==> config.mk <==
export PLATFORM = sky130hd
export DESIGN_NAME = if_id_buffer_flat
export DESIGN_NICKNAME = d
export VERILOG_FILES = /design/src/rtl/if_id_buffer_pkg.sv /design/src/rtl/if_id_buffer_if.sv /design/src/rtl/if_id_buffer_inst_hold_buf.sv /design/src/rtl/if_id_buffer.sv /design/src/flat_wrapper.sv
export SDC_FILE = /design/constraint.sdc
export NUM_CORES = 1
export LEC_CHECK = 0
export CAP_MARGIN = 20
export CORE_ASPECT_RATIO = 1.1
export CORE_MARGIN = 8
export CORE_UTILIZATION = 43
export CTS_CLUSTER_SIZE = 28
export DETAILED_ROUTE_END_ITERATION = 10
export PLACE_DENSITY = 0.85
export SLEW_MARGIN = 0
export SYNTH_ARGS = -nofsm -noshare
export SYNTH_HDL_FRONTEND = slang
export SYNTH_SLANG_ARGS = --single-unit
export TNS_END_PERCENT = 10
==> constraint.sdc <==
create_clock -name clk -period 3.8 [get_ports clk]
set_input_delay 1.14 -clock clk [delete_from_list [all_inputs] [get_ports clk]]
set_output_delay 1.14 -clock clk [all_outputs]
set_load 0.005 [all_outputs]
==> src/rtl/if_id_buffer_pkg.sv <==
// Shared widths, stall encoding and state constants for the IF/ID boundary.
package if_id_buffer_pkg;

  localparam int STALL_W      = 6;   // one hold bit per pipeline stage
  localparam int STG_IF       = 1;   // fetch stage bit in the stall bus
  localparam int STG_ID       = 2;   // decode stage bit in the stall bus
  localparam int IF_TO_ID_WD  = 33;  // {ce, pc}
  localparam int IF_ID_BUS_WD = 65;  // {valid, pc, inst}

  localparam logic Stop   = 1'b1;
  localparam logic NoStop = 1'b0;

  // Instruction-save state: word taken live from SRAM, or from the saved copy
  localparam logic [0:0] LIVE = 1'b0;
  localparam logic [0:0] HELD = 1'b1;

  typedef logic [STALL_W-1:0] stall_bus_t;

  typedef struct packed {
    logic        ce;
    logic [31:0] pc;
  } if_to_id_t;

endpackage

==> src/rtl/if_id_buffer_if.sv <==
// Bus bundle between fetch/controller (master) and the IF/ID boundary (slave).
interface if_id_buffer_if;
  import if_id_buffer_pkg::*;

  stall_bus_t                stall;
  logic                      flush;
  logic [IF_TO_ID_WD-1:0]    if_to_id_bus;
  logic [31:0]               inst_sram_rdata;
  logic                      id_valid;
  logic [31:0]               id_pc;
  logic [31:0]               id_inst;
  logic [IF_ID_BUS_WD-1:0]   id_bus;

  modport master (
    output stall, flush, if_to_id_bus, inst_sram_rdata,
    input  id_valid, id_pc, id_inst, id_bus
  );

  modport slave (
    input  stall, flush, if_to_id_bus, inst_sram_rdata,
    output id_valid, id_pc, id_inst, id_bus
  );

endinterface

==> src/rtl/if_id_buffer_inst_hold_buf.sv <==
// Saves the SRAM word on the first held edge so decode keeps a stable
// instruction while the SRAM is re-read with a frozen PC.
module inst_hold_buf
  import if_id_buffer_pkg::*;
(
  input  logic        clk,
  input  logic        rst,
  input  logic        clr,
  input  logic        hold,
  input  logic [31:0] rdata,
  output logic        held,
  output logic [31:0] inst
);

  logic [0:0]  r_held;
  logic [31:0] r_inst;

  // LIVE->HELD captures the word once; HELD->LIVE on release or clear
  always_ff @(posedge clk) begin
    if (rst) begin
      r_held <= LIVE;
      r_inst <= '0;
    end else if (clr) begin
      r_held <= LIVE;
    end else begin
      case (r_held)
        LIVE: if (hold) begin
          r_held <= HELD;
          r_inst <= rdata;
        end
        HELD: if (!hold) r_held <= LIVE;
        default: r_held <= LIVE;
      endcase
    end
  end

  assign held = r_held[0];
  assign inst = r_inst;

endmodule

==> src/rtl/if_id_buffer.sv <==
// IF/ID pipeline boundary: registers {ce, pc} and pairs it with the
// one-cycle-late SRAM word, holding the pair coherent across stalls.
module if_id_buffer
  import if_id_buffer_pkg::*;
#(
  parameter logic [31:0] PC_RST   = 32'h0000_0000,
  parameter logic [31:0] NOP_INST = 32'h0000_0000
) (
  input  logic                 clk,
  input  logic                 rst,
  if_id_buffer_if.slave        bus
);

  logic        r_valid;
  logic [31:0] r_pc;
  if_to_id_t   w_fetch;
  logic        w_if_stop;
  logic        w_id_stop;
  logic        w_hold;
  logic        w_held;
  logic [31:0] w_buf_inst;
  logic [31:0] w_inst;
  logic        w_unused_stall;

  assign w_fetch   = if_to_id_t'(bus.if_to_id_bus);
  assign w_if_stop = (bus.stall[STG_IF] == Stop);
  assign w_id_stop = (bus.stall[STG_ID] == Stop);
  assign w_unused_stall = ^{bus.stall[STALL_W-1:STG_ID+1], bus.stall[0]};

  // Stay held for the whole decode stall once entered, even if valid drops
  assign w_hold = w_id_stop && (r_valid || w_held);

  // Entry register: clear, bubble, advance, or hold, in that priority
  always_ff @(posedge clk) begin
    if (rst || bus.flush) begin
      r_valid <= 1'b0;
      r_pc    <= PC_RST;
    end else if (w_if_stop && !w_id_stop) begin
      r_valid <= 1'b0;
      r_pc    <= PC_RST;
    end else if (!w_if_stop) begin
      r_valid <= w_fetch.ce;
      r_pc    <= w_fetch.pc;
    end
  end

  inst_hold_buf u_hold (
    .clk   (clk),
    .rst   (rst),
    .clr   (bus.flush),
    .hold  (w_hold),
    .rdata (bus.inst_sram_rdata),
    .held  (w_held),
    .inst  (w_buf_inst)
  );

  // Instruction select: NOP for bubbles, saved word while held, else live SRAM
  always_comb begin
    w_inst = bus.inst_sram_rdata;
    if (!r_valid)    w_inst = NOP_INST;
    else if (w_held) w_inst = w_buf_inst;
  end

  assign bus.id_valid = r_valid;
  assign bus.id_pc    = r_pc;
  assign bus.id_inst  = w_inst;
  assign bus.id_bus   = {r_valid, r_pc, w_inst};

endmodule
==> src/flat_wrapper.sv <==
// flat-port wrapper written by rule: the top's interface ports become plain ports
module if_id_buffer_flat import if_id_buffer_pkg::*;
#(
  parameter logic [31:0] PC_RST   = 32'h0000_0000,
  parameter logic [31:0] NOP_INST = 32'h0000_0000
)
  (clk, rst, bus_stall, bus_flush, bus_if_to_id_bus, bus_inst_sram_rdata, bus_id_valid, bus_id_pc, bus_id_inst, bus_id_bus);
  if_id_buffer_if bus_i ();
  input  logic clk;
  input  logic rst;
  input wire logic [$bits(bus_i.stall)-1:0] bus_stall;
  input wire logic [$bits(bus_i.flush)-1:0] bus_flush;
  input wire logic [$bits(bus_i.if_to_id_bus)-1:0] bus_if_to_id_bus;
  input wire logic [$bits(bus_i.inst_sram_rdata)-1:0] bus_inst_sram_rdata;
  output wire logic [$bits(bus_i.id_valid)-1:0] bus_id_valid;
  output wire logic [$bits(bus_i.id_pc)-1:0] bus_id_pc;
  output wire logic [$bits(bus_i.id_inst)-1:0] bus_id_inst;
  output wire logic [$bits(bus_i.id_bus)-1:0] bus_id_bus;
  assign bus_i.stall = bus_stall;
  assign bus_i.flush = bus_flush;
  assign bus_i.if_to_id_bus = bus_if_to_id_bus;
  assign bus_i.inst_sram_rdata = bus_inst_sram_rdata;
  assign bus_id_valid = bus_i.id_valid;
  assign bus_id_pc = bus_i.id_pc;
  assign bus_id_inst = bus_i.id_inst;
  assign bus_id_bus = bus_i.id_bus;
  if_id_buffer #(.PC_RST(PC_RST), .NOP_INST(NOP_INST)) u_core (.clk(clk), .rst(rst), .bus(bus_i));
endmodule
==> impl_metrics.tcl, run 1 <==
set metrics [dict create \
    outcome "finished, final reports clean" \
    grt_max_degree 65 \
    p_per_area_nw_per_um2 273 \
    fmax_ghz 0.271 \
    antenna_found_initial 0 \
    required_ns 2.66 \
    area_growth_syn_to_layout_pct 43.8 \
    avgSynthCellArea_um2 9.71 \
    finalHoldViolCount 0 \
    num_io_pins 204 \
    ys_seq_elements 66 \
    cts.path.max_buffers 2 \
    cp_num_buf_inv 2 \
    track_usage_pct 17.0 \
    grt_overflow 0 \
    core_um2 8740 \
    cp_slowest_cell "clkdlybuf4s50_1" \
    drtPass1Iterations 4 \
    ctsHoldBuffers 0 \
    drive_gt1_share_pct 5.21 \
    die_h_um 115 \
    initial_utilization_pct 43.6 \
    synthDistinctLibCells 14 \
    fin_ws_ns 0.104 \
    grt_pass1_vias 3371 \
    cp-end-kind "output pin" \
    cts_setup_buffers 0 \
    via_count 3040 \
    drc 0 \
    gp_congestion 0.717 \
    slowest_delay_ns 0.57 \
    post_drt_wl_per_cell_um 17.0 \
    dpl.hpwl_um 8170 \
    holdWs_ns 0.474 \
    post-route-period-util_pct 97.3 \
    rsz0062_at_grt "false" \
    final_common_cell "clkdlybuf4s50_1" \
    slew_viol_final 0 \
    cts_root_buffer "clkbuf_8" \
    start_kind "primary input" \
    path_cells "clkdlybuf4s50_1, mux2i_1, nor2b_1, clkdlybuf4s50_1" \
    portBuffers 199 \
    synth_seq_area_share_pct 34.7 \
    max_slew.worst_pin.slew_ns 0.648 \
    post_cts_resized 0 \
    antenna_left 0 \
    rows 36 \
    nets 587 \
    setup_violations 0 \
    clock-sinks 66 \
    cp_common_cell "clkdlybuf4s50_1" \
    cts_tree "built" \
    final_cell_mix "198 x clkdlybuf4s50_1, 97 x mux2i_1, 65 x dfxtp_1, 64 x nand2b_1, 33 x nor3_1" \
    min_period_ns 3.70 \
    path_delay_family "buffers and inverters" \
    vdd_drop_max_uv 164 \
    die_area_um2 12100 \
    fin_setup_tns_ns 0 \
    antenna_cells 0 \
    pre_cts_ws_ns 0.172 \
    leakage_nw 1.91 \
    die-width_um 106 \
    syn_inst 392 \
    critPathMaxFanout 2 \
    yosysWarnings 0 \
    relSlewSlack_pct 56.8 \
    worstSetupPathType "in2out" \
    syn_nets 466 \
    grt_pass1_wl_um 16800 \
    h-tree-depth 3 \
    skew_ns 0.0123 \
    hp-class "reg2reg" \
    crit_arrival_ns 2.56 \
    drtIter0Drc 107 \
    numCtsBuffers 9 \
    vias_per_cell 4.81 \
    routed_wl_um 10800 \
    worstSkewPairLatency_ns 0.33 \
    drv_cap 0 \
    synth_area_um2 3810 \
    clk_transition_reported_paths_ns 0.08 \
]
[layer usage]
metal	vias up	global-route usage [%]	routed length, µm
met1	1415	18.2	4360
li1	1475	-	-
met3	9	7.21	1060
met4	0	4.79	105
met5	-	0	0
met2	141	29.9	5240
[Yosys cell counts (all sizes together)]
| library cell | instances | area [µm²] |
|---|---|---|
| nand2b | 64 | 400 |
| dfxtp | 66 | 1320 |
| clkbuf | 11 | 41.3 |
| or2 | 1 | 6.26 |
| mux2i | 97 | 971 |
| nor4bb | 1 | 25.0 |
| buf | 84 | 659 |
| nor3 | 33 | 165 |
| nor3b | 1 | 7.51 |
| nor2b | 33 | 206 |
| nor2 | 1 | 3.75 |
[kinds of logic (layout without fill, tap and decap cells)]
kind of cell	after synthesis	in the layout	share of synthesized area (%)
buffers and inverters	95	221	18.4
flip-flops	66	66	34.7
AND/OR/NAND/NOR	134	134	21.4
multiplexers	97	97	25.5
[power by group]
part	switching [mW]	total [mW]	internal [mW]
logic	0.0847	0.241	0.157
registers	0.0108	0.714	0.703
clock network	0.282	0.538	0.256
[final cells by class]
cell class              count  area (µm²)
well taps                 114         143
clock buffers              10         138
fillers                   719        3260
multi-input cells         231        1790
clock inverters             6        41.3
flip-flops and latches     66        1320
repair buffers            205        2040
[worst register-to-register path, delay by kind of cell, from the launching register on]
kind | cells | cell delay (ns)
and+or+nand+nor | 1 | 0.33
DFF | 1 | 0.51
muxes | 1 | 0.29
buffers and inverters | 2 | 0.77
[flip-flops by register name, indices dropped and copies added (netlist names)]
name,count
u_core.u_hold.held,1
u_core.bus.id_pc,32
u_core.u_hold.inst,32
u_core.bus.id_valid,1
[metrics by stage]
| stage | cell area, µm² | util [%] | power, mW | std cells |
|---|---|---|---|---|
| floorplan | 3810 | - | 0.845 | 392 |
| global placement | 5300 | 60.6 | 0.966 | 616 |
| detailed placement | 5300 | 60.6 | 0.973 | 616 |
| CTS | 5480 | 62.7 | 1.51 | 632 |
| global route | 5480 | 62.7 | 1.56 | 632 |
| finish | 5480 | 62.7 | 1.49 | 632 |
[final timing paths]
path                            from  cells past startpoint                endpoint  slack, ns
max          bus_inst_sram_rdata[24]                      4          bus_id_bus[24]       0.10
min           u_core.u_hold.inst[20]                      2  u_core.u_hold.inst[20]       0.47
max reg2reg       u_core.u_hold.held                      4   u_core.u_hold.inst[9]       1.83
min reg2reg   u_core.u_hold.inst[20]                      2  u_core.u_hold.inst[20]       0.47
Note: power is estimated with default switching activity, not from simulation.
==> run 2: changes to the inputs <==
CORE_ASPECT_RATIO = not set   (was 1.1)
==> impl_metrics.tcl, run 2 (synthesis results as in run 1) <==
set metrics [dict create \
    multi_input_area_um2 1790 \
    initial_utilization_pct 44.1 \
    vdd_drop_max_uv 224 \
    outcome "finished, final reports clean" \
    setup_violations 0 \
    drive_gt1_share_pct 5.58 \
    path_delay_family "buffers and inverters" \
    pre_cts_ws_ns 0.202 \
    hp-class "reg2reg" \
    die_h_um 110 \
    crit_arrival_ns 2.45 \
    post_cts_resized 0 \
    numCtsBuffers 9 \
    fmax_ghz 0.279 \
    gr-usage-met3_pct 7.50 \
    via_count 3027 \
    p_per_area_nw_per_um2 300 \
    antenna_found_initial 0 \
    grt_util_met2_pct 29.2 \
    ctsHoldBuffers 0 \
    routed_wl_um 10600 \
    required_ns 2.66 \
    rsz0062_at_grt "false" \
    min_period_ns 3.59 \
    cts.path.max_buffers 2 \
    path_cells "clkdlybuf4s50_1, mux2i_1, nor2b_1, clkdlybuf4s50_1" \
    drtPass1Iterations 4 \
    dpl.hpwl_um 8030 \
    antenna_left 0 \
    cp_common_cell "clkdlybuf4s50_1" \
    cp-end-kind "output pin" \
    post_drt_wl_per_cell_um 16.8 \
    critPathMaxFanout 2 \
    portBuffers 199 \
    start_kind "primary input" \
    relSlewSlack_pct 56.0 \
    fin_setup_tns_ns 0 \
    die-width_um 110 \
    cts_root_buffer "clkbuf_8" \
    post-route-period-util_pct 94.4 \
    cts_tree "built" \
    drv_cap 0 \
    skew_ns 0.00962 \
    worstSetupPathType "in2out" \
    grt_pass1_wl_um 16000 \
    sequential_cell_area_um2 1320 \
    fin_ws_ns 0.211 \
    vias_per_cell 4.82 \
    drc 0 \
    final_cell_mix "198 x clkdlybuf4s50_1, 97 x mux2i_1, 65 x dfxtp_1, 64 x nand2b_1, 33 x nor3_1" \
    worstSkewPairLatency_ns 0.33 \
    grt_max_degree 65 \
    use_met1_pct 17.5 \
    cts_setup_buffers 0 \
    h-tree-depth 3 \
    nets 589 \
    final_common_cell "clkdlybuf4s50_1" \
    max_slew.worst_pin.slew_ns 0.661 \
    cp_num_buf_inv 2 \
    cp_slowest_cell "clkdlybuf4s50_1" \
    grt_busiest_layer "met2" \
    drtIter0Drc 57 \
    area_growth_syn_to_layout_pct 45.7 \
    slowest_delay_ns 0.55 \
    die_area_um2 12100 \
    antenna_cells 0 \
    rows 34 \
    grt_pass1_vias 3221 \
    clock-sinks 66 \
    finalHoldViolCount 0 \
    slew_viol_final 0 \
    core_um2 8640 \
    track_usage_pct 16.7 \
    gp_congestion 0.701 \
    clk_transition_reported_paths_ns 0.07 \
    leakage_nw 1.95 \
    final.fill_count 697 \
    num_io_pins 204 \
    grt_overflow 0 \
]
==> run 2: changes by cell type in the layout (fill, tap and decap cells not counted), sizes merged <==
| cell | previous run | this run |
|---|---|---|
| buf | 7 | 9 |
| clkbuf | 10 | 9 |
| bufinv | 0 | 3 |
| clkinv | 5 | 4 |
| inv | 1 | 0 |
==> run 2: worst register-to-register path, stage by stage (launching register included) <==
cell and delay (ns):
dfxtp_2 0.47, buf_12 0.24, nor4bb_4 0.31, buf_4 0.41, mux2i_1 0.26
==> run 2: layer usage <==
layer	vias up	routed length, µm
li1	1482	-
met1	1396	4110
met2	138	5120
met3	11	1200
met4	0	122
met5	-	0
==> run 2: power by group <==
part | internal [mW] | total (mW) | switching [mW] | leakage (nW)
Sequential | 0.703 | 0.713 | 0.00962 | 0.535
Clock | 0.436 | 0.712 | 0.276 | 0.123
Combinational | 0.157 | 0.241 | 0.0836 | 1.29
Total | 1.30 | 1.67 | 0.369 | 1.95
==> run 2: final cells by class <==
cell class                      count  share of cell area (%)
Timing Repair Buffer              207                    37.1
Clock inverter                      7                    2.12
Clock buffer                        9                    2.23
Tap cell                          108                    2.44
Sequential cell                    66                    23.8
Multi-Input combinational cell    231                    32.2
==> run 2: per-stage QoR <==
step | total power, mW | hold WS [ns] | util, % | instance area [µm²] | cells
2_1_floorplan | 0.845 | 0.448 | - | 3810 | 392
3_3_place_gp | 0.966 | 0.458 | 61.4 | 5310 | 612
3_5_place_dp | 0.971 | 0.466 | 61.4 | 5310 | 612
4_1_cts | 1.69 | 0.480 | 64.2 | 5550 | 628
5_1_grt | 1.74 | 0.496 | 64.2 | 5550 | 628
6_report | 1.67 | 0.474 | 64.2 | 5550 | 628
==> run 2: final timing paths <==
kind / end / cells after the start / startpoint / slack (ns)
worst min-delay path: u_core.u_hold.inst[13] / 2 / u_core.u_hold.inst[13] / 0.47
worst max register to register: u_core.u_hold.inst[27] / 4 / u_core.u_hold.held / 2.04
worst max-delay path: bus_id_bus[26] / 4 / bus_inst_sram_rdata[26] / 0.21
worst min register to register: u_core.u_hold.inst[13] / 2 / u_core.u_hold.inst[13] / 0.47
==> run 3: changes to the inputs <==
CAP_MARGIN = not set   (was 20)
==> results of run 3 <==
The final DEF is identical to that of run 2; final timing and power are the same.
